<file path="config.mk">
export PLATFORM = sky130hd
export DESIGN_NAME = eight_bit_serializer_module_flat
export DESIGN_NICKNAME = d
export VERILOG_FILES = /design/src/rtl/eight_bit_serializer_module_pkg.sv /design/src/rtl/eight_bit_serializer_module_if.sv /design/src/rtl/eight_bit_serializer_module_bit_counter.sv /design/src/rtl/eight_bit_serializer_module.sv /design/src/flat_wrapper.sv
export SDC_FILE = /design/constraint.sdc
export NUM_CORES = 1
export LEC_CHECK = 0
export BUFFER_PORTS_ARGS = -buffer_cell sky130_fd_sc_hd__buf_2
export CAP_MARGIN = 5
export CORE_UTILIZATION = 45
export DETAILED_ROUTE_END_ITERATION = 8
export GPL_TIMING_DRIVEN = 0
export PLACE_DENSITY_LB_ADDON = 0.2
export RECOVER_POWER = 25
export SLEW_MARGIN = 20
export SYNTH_ARGS = -nofsm -noshare
export SYNTH_HDL_FRONTEND = slang
export SYNTH_HIERARCHICAL = 1
export SYNTH_SLANG_ARGS = --single-unit
</file>
<file path="constraint.sdc">
create_clock -name clk -period 1.9 [get_ports clk]
set_input_delay 0.19 -clock clk [delete_from_list [all_inputs] [get_ports clk]]
set_output_delay 0.19 -clock clk [all_outputs]
set_load 0.05 [all_outputs]
</file>
<file path="src/rtl/eight_bit_serializer_module_pkg.sv">
// Shared types and helpers for the parallel-in, serial-out transmitter.
// Holds the FSM state encoding, the default word length and the counter-width helper.
package eight_bit_serializer_module_pkg;

  localparam int unsigned DefaultWidth = 8;

  typedef enum logic {
    StIdle  = 1'b0,
    StShift = 1'b1
  } state_e;

  // At least one counter bit, even for degenerate widths.
  function automatic int unsigned cnt_width(int unsigned width);
    return (width > 1) ? $clog2(width) : 1;
  endfunction

endpackage

</file>
<file path="src/rtl/eight_bit_serializer_module_if.sv">
// Upstream word handshake plus serial output bundle of the serializer.
// master = word producer / serial consumer side, slave = serializer side.
interface eight_bit_serializer_module_if #(
  parameter int unsigned WIDTH = 8
);
  logic [WIDTH-1:0] in;
  logic             in_valid;
  logic             in_ready;
  logic             shift_out;
  logic             shift_valid;
  logic             done;

  modport master (
    output in,
    output in_valid,
    input  in_ready,
    input  shift_out,
    input  shift_valid,
    input  done
  );

  modport slave (
    input  in,
    input  in_valid,
    output in_ready,
    output shift_out,
    output shift_valid,
    output done
  );
endinterface

</file>
<file path="src/rtl/eight_bit_serializer_module_bit_counter.sv">
// Synchronous mod-WIDTH up-counter tracking the bit position within a word.
// 'clear' wins over 'en'; 'last' flags the final bit position.
module bit_counter_module
  import eight_bit_serializer_module_pkg::*;
#(
  parameter int unsigned WIDTH = DefaultWidth,
  parameter int unsigned CntW  = cnt_width(WIDTH)
) (
  input  logic            clk,
  input  logic            rst,
  input  logic            clear,
  input  logic            en,
  output logic [CntW-1:0] count,
  output logic            last
);

  logic [CntW-1:0] count_q, count_d;

  assign last  = (count_q == CntW'(WIDTH - 1));
  assign count = count_q;

  always_comb begin
    count_d = count_q;
    if (clear) begin
      count_d = '0;
    end else if (en) begin
      count_d = last ? '0 : count_q + 1'b1;
    end
  end

  always_ff @(posedge clk) begin
    if (rst) begin
      count_q <= '0;
    end else begin
      count_q <= count_d;
    end
  end

endmodule

</file>
<file path="src/rtl/eight_bit_serializer_module.sv">
// Parallel-in, serial-out transmitter: accepts a word over valid/ready and shifts it out
// one bit per clock with a framing valid flag and a done pulse on the last bit.
module eight_bit_serializer_module
  import eight_bit_serializer_module_pkg::*;
#(
  parameter int unsigned WIDTH     = DefaultWidth,
  parameter bit          MSB_FIRST = 1'b1
) (
  input logic                          clk,
  input logic                          rst,
  eight_bit_serializer_module_if.slave bus
);

  localparam int unsigned CntW = cnt_width(WIDTH);

  state_e           state_q, state_d;
  logic [WIDTH-1:0] data_q, data_d;
  logic [CntW-1:0]  count;
  logic             last;
  logic             in_shift;
  logic             accept;
  logic             first_bit;
  logic             unused_count;

  assign in_shift = (state_q == StShift);

  // Ready depends only on state, counter and reset, never on in_valid.
  assign bus.in_ready = ~rst & (~in_shift | last);
  assign accept       = bus.in_valid & bus.in_ready;

  bit_counter_module #(
    .WIDTH (WIDTH),
    .CntW  (CntW)
  ) u_bit_counter (
    .clk   (clk),
    .rst   (rst),
    .clear (accept),
    .en    (in_shift & ~last),
    .count (count),
    .last  (last)
  );

  assign unused_count = ^count;

  always_comb begin
    state_d = state_q;
    data_d  = data_q;
    if (in_shift) begin
      data_d = MSB_FIRST ? (data_q << 1) : (data_q >> 1);
    end
    unique case (state_q)
      StIdle: begin
        if (accept) state_d = StShift;
      end
      StShift: begin
        if (last) state_d = accept ? StShift : StIdle;
      end
      default: state_d = StIdle;
    endcase
    // A reload on the last bit overrides the shift for gapless back-to-back words.
    if (accept) data_d = bus.in;
  end

  always_ff @(posedge clk) begin
    if (rst) begin
      state_q <= StIdle;
      data_q  <= '0;
    end else begin
      state_q <= state_d;
      data_q  <= data_d;
    end
  end

  assign first_bit       = MSB_FIRST ? data_q[WIDTH-1] : data_q[0];
  assign bus.shift_valid = in_shift;
  assign bus.shift_out   = in_shift & first_bit;
  assign bus.done        = in_shift & last;

endmodule

</file>
<file path="src/flat_wrapper.sv">
// flat-port wrapper written by rule: the top's interface ports become plain ports
module eight_bit_serializer_module_flat import eight_bit_serializer_module_pkg::*;
#(
  parameter int unsigned WIDTH     = DefaultWidth,
  parameter bit          MSB_FIRST = 1'b1
)
  (clk, rst, bus_in, bus_in_valid, bus_in_ready, bus_shift_out, bus_shift_valid, bus_done);
  eight_bit_serializer_module_if #(.WIDTH(WIDTH)) bus_i ();
  input logic clk;
  input logic rst;
  input wire logic [$bits(bus_i.in)-1:0] bus_in;
  input wire logic [$bits(bus_i.in_valid)-1:0] bus_in_valid;
  output wire logic [$bits(bus_i.in_ready)-1:0] bus_in_ready;
  output wire logic [$bits(bus_i.shift_out)-1:0] bus_shift_out;
  output wire logic [$bits(bus_i.shift_valid)-1:0] bus_shift_valid;
  output wire logic [$bits(bus_i.done)-1:0] bus_done;
  assign bus_i.in = bus_in;
  assign bus_i.in_valid = bus_in_valid;
  assign bus_in_ready = bus_i.in_ready;
  assign bus_shift_out = bus_i.shift_out;
  assign bus_shift_valid = bus_i.shift_valid;
  assign bus_done = bus_i.done;
  eight_bit_serializer_module #(.WIDTH(WIDTH), .MSB_FIRST(MSB_FIRST)) u_core (.clk(clk), .rst(rst), .bus(bus_i));
endmodule
</file>
==> reports/metrics.yaml, run 1 <==
outcome:
  status: "complete, no violations"
detailed_routing:
  first_pass_iters: 4
  drtAntennaViolNets: 0
  finalWirelength_um: 1160
  vias: 506
  wl_met3_um: 34
  remaining_drc_errors: 0
  routed-wl-met2_um: 580
  drt_iter0_markers: 5
  met1_length_um: 548
  avgViaCountPerCell: 5.33
  top_layer: "met3"
  wire_per_inst_um: 12.2
final_layout:
  final_cell_mix: "buf_2, dfxtp_1, mux2i_1"
  diodes: 0
  nNetsFinal: 94
  drive_above_1_share: 0.425
  utilization: 0.614
  layout-area-overhead-vs-synth_pct: 22.5
sta:
  max_slew_margin: 0.608
  finalCritPeriodShare: 0.942
  hold_violations: 0
  finalSetupViolations: 0
  tightest_slew_ns: 0.591
  finalClockSkew_ns: 0.00961
  fin_crit_ns: 1.79
  rsz0062_at_grt: "no"
  fmax_mhz: 559
  drv_slew: 0
  fin_setup_tns_ns: 0
power_and_ir_drop:
  power_density_nw_per_um2: 749
  seqPwrFrac: 0.455
  pwr-share-clk: 0.333
  power.switching_uw: 167
  combinationalPowerShare: 0.212
  p_int_uw: 445
  peakVddDrop_mv: 0.449
  power_leakage_nw: 0.331
  swShare: 0.273
clock_network:
  hold_buffers: 0
  cts_tree: "yes"
  cts-root-buf: "clkbuf_4"
  cts_buffers: 3
  cts_max_level: 1
  worstSkewPairLatency_ns: 0.27
  cts.path.max_buffers: 2
  path_clk_slew_ns: 0.08
  cts.sinks: 12
critical_path:
  start_kind: "flip-flop"
  end_kind: "flip-flop"
  crit_required_ns: 2.09
  crit_slowest_cell: "or3b_1"
  slowest_delay_ns: 0.36
  crit_arrival_ns: 1.98
  path_max_fanout: 6
  cp_cell_sequence: "ha_1 -> ha_2 -> nand2b_1 -> buf_6 -> clkinvlp_4 -> buf_4 -> or3b_1 -> a211oi_2"
  worstSetupPathType: "flip-flop to flip-flop"
global_route:
  grt_pass1_vias: 457
  overflow: 0
  grt_pass1_wl_um: 1840
  grt_start_max_net_pins: 11
  track_usage: 0.170
  antenna_found_initial: 0
floorplan:
  fp.dieArea_um2: 1640
  core_um2: 1330
  die_x_um: 40.5
  die_y_um: 40.5
  start_util: 0.501
  num_rows: 13
  ios: 15
yosys:
  ys_warn_count: 6
  netlist_instances: 60
  ys_ff_latch: 12
  yosysSeqAreaShare: 0.360
  syn-num-nets: 73
  ys_types: 21
  synth_area_per_cell_um2: 11.1
  netlist_area_um2: 668
placed_design:
  routabilityCongestion: 0.693
  io_buffers: 14
flow_run:
  drv_cap: 0
min_path:
  worst_hold_path_type: "primary input to flip-flop"
## synthesized netlist by cell type, drive strengths merged
library cell / count / area share
a211oi: 2 / 0.030
nand3b: 1 / 0.011
or3b: 1 / 0.013
buf: 4 / 0.052
mux2i: 9 / 0.13
inv: 1 / 0.0056
nand3: 1 / 0.0075
nor2: 5 / 0.028
nand2b: 3 / 0.028
o21a: 1 / 0.011
a221oi: 7 / 0.16
ha: 2 / 0.037
nor2b: 7 / 0.066
and2: 2 / 0.021
dfxtp: 12 / 0.36
nand2: 1 / 0.030
nor3: 1 / 0.0075
## final cells by class
type | instances | area (um^2)
fill | 125 | 515
multi-input combinational | 43 | 392
sequential | 12 | 240
timing repair buffer | 16 | 88.8
clock buffer | 4 | 36.3
buffer | 4 | 35.0
tap | 15 | 18.8
inverter | 1 | 7.51
## power by group through the flow
stage | clock network [mW] | registers (mW) | logic [mW]
6_report | 0.204 | 0.279 | 0.130
2_1_floorplan | 0 | 0.287 | 0.0918
4_1_cts | 0.212 | 0.279 | 0.132
5_1_grt | 0.223 | 0.281 | 0.140
3_5_place_dp | 0 | 0.285 | 0.124
3_3_place_gp | 0 | 0.284 | 0.122
## critical path, delay by kind of cell (launching register included)
family	cells	cell delay [ns]
buffers and inverters	3	0.30
AND/OR/NAND/NOR	2	0.52
flip-flops	1	0.33
AO/OA/AOI/OAI	1	0.17
adder cells (fa/ha/maj)	2	0.40
## routing by layer
metal,up-vias,global-route usage
met5,-,0
met4,0,0.0750
met3,0,0.0333
met2,6,0.317
met1,239,0.179
li1,261,-
## kinds of logic after synthesis
family | count (synthesis) | share of synthesized area
AO/OA/AOI/OAI | 10 | 0.199
buffers and inverters | 5 | 0.0580
AND/OR/NAND/NOR | 22 | 0.212
flip-flops | 12 | 0.360
multiplexers | 9 | 0.135
adder cells (fa/ha/maj) | 2 | 0.0374
## state kept, by name (all words and copies together), names as in the netlist
name / cells
u_core/u_bit_counter/count: 3
u_core/bus.shift_valid: 1
u_core/data_q: 8
## per-stage QoR
step	cell area (um^2)	worst slack (ns)	cells	hold WS [ns]	total power, mW
after detailed placement	757	0.0211	89	0.432	0.409
after CTS	821	0.102	95	0.130	0.623
final	818	0.110	95	0.145	0.613
after global routing	818	0.00327	95	0.148	0.644
after global placement	757	0.0405	89	0.432	0.406
after floorplan	668	0.00555	60	0.255	0.379
## path summary, 6_finish.rpt
path                                       from                            end  slack, ns  cells after the start
setup reg to reg  u_core/u_bit_counter/count[0]  u_core/u_bit_counter/count[0]       0.11                      8
hold reg to reg   u_core/u_bit_counter/count[1]  u_core/u_bit_counter/count[1]       0.50                      2
setup / recovery  u_core/u_bit_counter/count[0]  u_core/u_bit_counter/count[0]       0.11                      8
hold / removal                              rst               u_core/data_q[1]       0.14                      2
## timing repair
action,4_1_cts,5_1_grt
endpoints found under the setup margin,1,0
setup buffers,2,0
resized for setup,4,0
No activity file was read; power rests on OpenSTA's default activity.
==> inputs of run 2 (changes only) <==
--- a/config.mk
+++ b/config.mk
@@ -12,6 +12,7 @@
 export GPL_TIMING_DRIVEN = 0
 export PLACE_DENSITY_LB_ADDON = 0.2
 export RECOVER_POWER = 25
+export REMOVE_ABC_BUFFERS = 1
 export SLEW_MARGIN = 20
 export SYNTH_ARGS = -nofsm -noshare
 export SYNTH_HDL_FRONTEND = slang
==> reports/metrics.yaml, run 2 (same netlist as run 1, synthesis figures left out) <==
power_and_ir_drop:
  totalPowerFinal_uw: 599
  peakVddDrop_mv: 0.345
  power_density_nw_per_um2: 762
  power_leakage_nw: 0.313
sta:
  fmax_mhz: 566
  rsz0062_at_grt: "no"
  tightest_slew_ns: 0.609
  finalSetupViolations: 0
  finalClockSkew_ns: 0.00437
  fin_setup_tns_ns: 0
  setup_slack_ns: 0.132
  fin_crit_ns: 1.77
  hold_violations: 0
  max_slew_margin: 0.594
  finalCritPeriodShare: 0.930
  drv_slew: 0
  whs_ns: 0.255
critical_path:
  start_kind: "flip-flop"
  crit_required_ns: 1.71
  crit_arrival_ns: 1.58
  end_kind: "output pin"
  path_max_fanout: 7
  worstSetupPathType: "flip-flop to output pin"
flow_run:
  drv_cap: 0
detailed_routing:
  first_pass_iters: 4
  wire_per_inst_um: 12.2
  drtAntennaViolNets: 0
  drt_iter0_markers: 2
  finalWirelength_um: 1100
  remaining_drc_errors: 0
  vias: 497
  avgViaCountPerCell: 5.52
final_layout:
  seqCellArea_um2: 240
  utilization: 0.589
  nNetsFinal: 89
  finalNonFillerCells: 90
  multi_input_area_um2: 402
  final_cell_mix: "buf_2, dfxtp_1, mux2i_1"
  diodes: 0
  largest_register_ffs: 8
  final_area_um2: 786
  drive_above_1_share: 0.440
  nFillCells: 123
  regMostFlops: "u_core/data_q"
  layout-area-overhead-vs-synth_pct: 17.6
floorplan:
  ios: 15
  fp.dieArea_um2: 1640
  start_util: 0.501
  die_y_um: 40.5
  core_um2: 1330
  num_rows: 13
  die_x_um: 40.5
global_route:
  overflow: 0
  grt_start_max_net_pins: 15
  grt_pass1_wl_um: 1650
  grt_pass1_vias: 391
  antenna_found_initial: 0
  track_usage: 0.154
placed_design:
  dp_cells: 85
  place_ws_ns: -0.270
  io_buffers: 14
  dp_hpwl_um: 742
  place_area_um2: 722
  routabilityCongestion: 0.650
clock_network:
  cts-root-buf: "clkbuf_4"
  cts.path.max_buffers: 2
  cts_tree: "yes"
  worstSkewPairLatency_ns: 0.26
  cts_max_level: 1
  cts.sinks: 12
  path_clk_slew_ns: 0.08
  cts_buffers: 3
outcome:
  status: "complete, no violations"
min_path:
  worst_hold_path_type: "primary input to flip-flop"
[run 2: cell count changes in the layout (fill, tap and decap cells not counted), sizes merged]
cell / delta
buf: -5
[run 2: worst paths after layout]
kind	from	to	slack, ns	cells after the start
worst max-delay path	u_core/u_bit_counter/count[0]	bus_in_ready	0.13	6
worst min-delay path	bus_in[2]	u_core/data_q[2]	0.26	3
worst max register to register	u_core/u_bit_counter/count[0]	u_core/u_bit_counter/count[2]	0.13	7
worst min register to register	u_core/u_bit_counter/count[1]	u_core/u_bit_counter/count[1]	0.50	2
[run 2: timing repair]
item,CTS,global route
setup endpoints to repair,5,1
buffers inserted,1,0
hold buffers,0,0
resized for setup,3,4
[run 2: area by class of cell]
type                       count  share of cell area
inverter                       1             0.00955
timing repair buffer          15               0.104
clock buffer                   4              0.0462
sequential                    12               0.306
multi-input combinational     43               0.511
tap                           15              0.0239
[run 2: power breakdown]
part | internal, mW | switching, mW
combinational | 0.0515 | 0.0628
sequential | 0.269 | 0.0156
clock | 0.116 | 0.0838
total | 0.437 | 0.162
[run 2: per-layer routing]
| layer | track usage | share of wire | vias to the layer above |
|---|---|---|---|
| met3 | 0.0333 | 0.026 | 2 |
| li1 | - | - | 252 |
| met4 | 0.0750 | 0.011 | 0 |
| met1 | 0.227 | 0.54 | 231 |
| met2 | 0.206 | 0.43 | 12 |
| met5 | 0 | 0 | - |
[run 2: critical path: stages, from the launching register on]
cell	delay, ns
dfxtp_1	0.35
ha_1	0.16
ha_2	0.21
nand2b_4	0.15
clkinvlp_4	0.16
nor2_2	0.12
buf_6	0.16
==> inputs of run 3 (changes only) <==
--- a/config.mk
+++ b/config.mk
@@ -7,7 +7,8 @@
 export LEC_CHECK = 0
 export BUFFER_PORTS_ARGS = -buffer_cell sky130_fd_sc_hd__buf_2
 export CAP_MARGIN = 5
-export CORE_UTILIZATION = 45
+export CORE_UTILIZATION = 40
+export CTS_CLUSTER_DIAMETER = 50
 export DETAILED_ROUTE_END_ITERATION = 8
 export GPL_TIMING_DRIVEN = 0
 export PLACE_DENSITY_LB_ADDON = 0.2
==> reports/metrics.yaml, run 3 (same netlist as run 1, synthesis figures left out) <==
detailed_routing:
  wire_per_inst_um: 12.2
  vias: 492
  finalWirelength_um: 1140
  avgViaCountPerCell: 5.29
  first_pass_iters: 3
  remaining_drc_errors: 0
  drt_iter0_markers: 6
  drtAntennaViolNets: 0
clock_network:
  cts_buffers: 3
  cts.sinks: 12
  worstSkewPairLatency_ns: 0.27
  cts.path.max_buffers: 2
  cts_max_level: 1
  cts_tree: "yes"
  cts-root-buf: "clkbuf_4"
  hold_buffers: 0
  path_clk_slew_ns: 0.07
floorplan:
  core_um2: 1540
  die_y_um: 42.9
  fp.dieArea_um2: 1840
  num_rows: 14
  start_util: 0.433
  ios: 15
  die_x_um: 42.9
critical_path:
  critical-path-top-delay-family: "adder cells"
  slowest_delay_ns: 0.36
  reg2reg_to: "u_core/u_bit_counter/count[0]"
  r2r_slack_ns: 0.19
  crit_arrival_ns: 1.56
  path_max_fanout: 5
  ff2ff_path_depth: 7
  end_kind: "output pin"
  cp_cell_sequence: "ha_1 -> ha_2 -> nand2b_4 -> clkinvlp_4 -> nor2_1 -> buf_6"
  cp.buffers_inverters: 2
  reg2reg_from: "u_core/u_bit_counter/count[0]"
  start_kind: "flip-flop"
  worstSetupPathType: "flip-flop to output pin"
  crit_required_ns: 1.71
  crit_slowest_cell: "dfxtp_1"
sta:
  fin_crit_ns: 1.75
  drv_slew: 0
  max_slew_margin: 0.606
  hold_violations: 0
  finalClockSkew_ns: 0.00315
  setup_slack_ns: 0.155
  fmax_mhz: 573
  whs_ns: 0.259
  finalCritPeriodShare: 0.919
  tightest_slew_ns: 0.590
  finalSetupViolations: 0
  rsz0062_at_grt: "no"
  fin_setup_tns_ns: 0
final_layout:
  layout-area-overhead-vs-synth_pct: 20.0
  final_cell_mix: "buf_2, dfxtp_1, mux2i_1"
  drive_above_1_share: 0.442
  regMostFlops: "u_core/data_q"
  multi_input_area_um2: 399
  final_common_cell: "buf_2"
  largest_register_ffs: 8
  nFillCells: 148
  final_area_um2: 802
  seqCellArea_um2: 240
  diodes: 0
  nNetsFinal: 91
global_route:
  grt_pass1_wl_um: 1940
  track_usage: 0.146
  antenna_found_initial: 0
  grt_pass1_vias: 467
  overflow: 0
  grt_start_max_net_pins: 15
power_and_ir_drop:
  peakVddDrop_mv: 0.452
  power_leakage_nw: 0.324
  totalPowerFinal_uw: 602
  power_density_nw_per_um2: 751
placed_design:
  dp_hpwl_um: 794
  place_area_um2: 723
  routabilityCongestion: 0.625
  place_ws_ns: -0.278
  io_buffers: 14
min_path:
  worst_hold_path_type: "primary input to flip-flop"
  holdPathEnd: "u_core/data_q[5]"
  min_from: "bus_in[5]"
  min_path_cells: 3
flow_run:
  drv_cap: 0
outcome:
  status: "complete, no violations"
## run 3: cell count changes in the layout (fill, tap and decap cells not counted)
cell | before | now
nor2_2 | 1 | 0
buf_2 | 12 | 13
nor2_1 | 4 | 5
clkbuf_2 | 2 | 0
buf_4 | 0 | 3
## run 3: what timing repair did
action                     CTS  global route
hold endpoints to repair     0             0
setup endpoints to repair    5             1
gates cloned                 0             0
setup buffers                1             2
pin swaps                    0             0
gates resized for setup      2             5
## run 3: per-stage QoR
step / util / cells
floorplan: - / 56
global placement: 0.469 / 86
detailed placement: 0.469 / 86
CTS: 0.502 / 91
global route: 0.520 / 93
finish: 0.520 / 93
## run 3: routing by layer
| layer | global-route usage | share of wire |
|---|---|---|
| met4 | 0.0563 | 0 |
| met3 | 0.0809 | 0.047 |
| met1 | 0.167 | 0.46 |
| met2 | 0.224 | 0.50 |
| met5 | 0 | 0 |
## run 3: layout make-up
| cell class | count | area share |
|---|---|---|
| Multi-Input combinational cell | 43 | 0.498 |
| Inverter | 1 | 0.00936 |
| Tap cell | 16 | 0.0250 |
| Timing Repair Buffer | 17 | 0.123 |
| Clock buffer | 4 | 0.0452 |
| Sequential cell | 12 | 0.300 |
## run 3: worst max path at each step
stage                                             start                             to  slack [ns]  cells after the start
final                     u_core/u_bit_counter/count[0]                   bus_in_ready        0.15                      6
after CTS                 u_core/u_bit_counter/count[0]                   bus_in_ready        0.05                      6
after floorplan                  u_core/bus.shift_valid  u_core/u_bit_counter/count[0]       -0.36                      4
after global placement    u_core/u_bit_counter/count[0]  u_core/u_bit_counter/count[0]       -0.25                      6
after global routing      u_core/u_bit_counter/count[0]                   bus_in_ready        0.04                      6
after detailed placement  u_core/u_bit_counter/count[0]  u_core/u_bit_counter/count[0]       -0.28                      6
## run 3: tightest hold or removal path, delay by kind of cell
kind	cells	cell delay (ns)
simple gates	1	0.13
compound gates	1	0.07
buf+inv	1	0.10
## run 3: where the power goes
| group | switching, mW | leakage [nW] | total, mW | internal (mW) |
|---|---|---|---|---|
| clock | 0.0823 | 0.0210 | 0.199 | 0.116 |
| combinational | 0.0632 | 0.204 | 0.119 | 0.0555 |
| sequential | 0.0156 | 0.0990 | 0.285 | 0.269 |
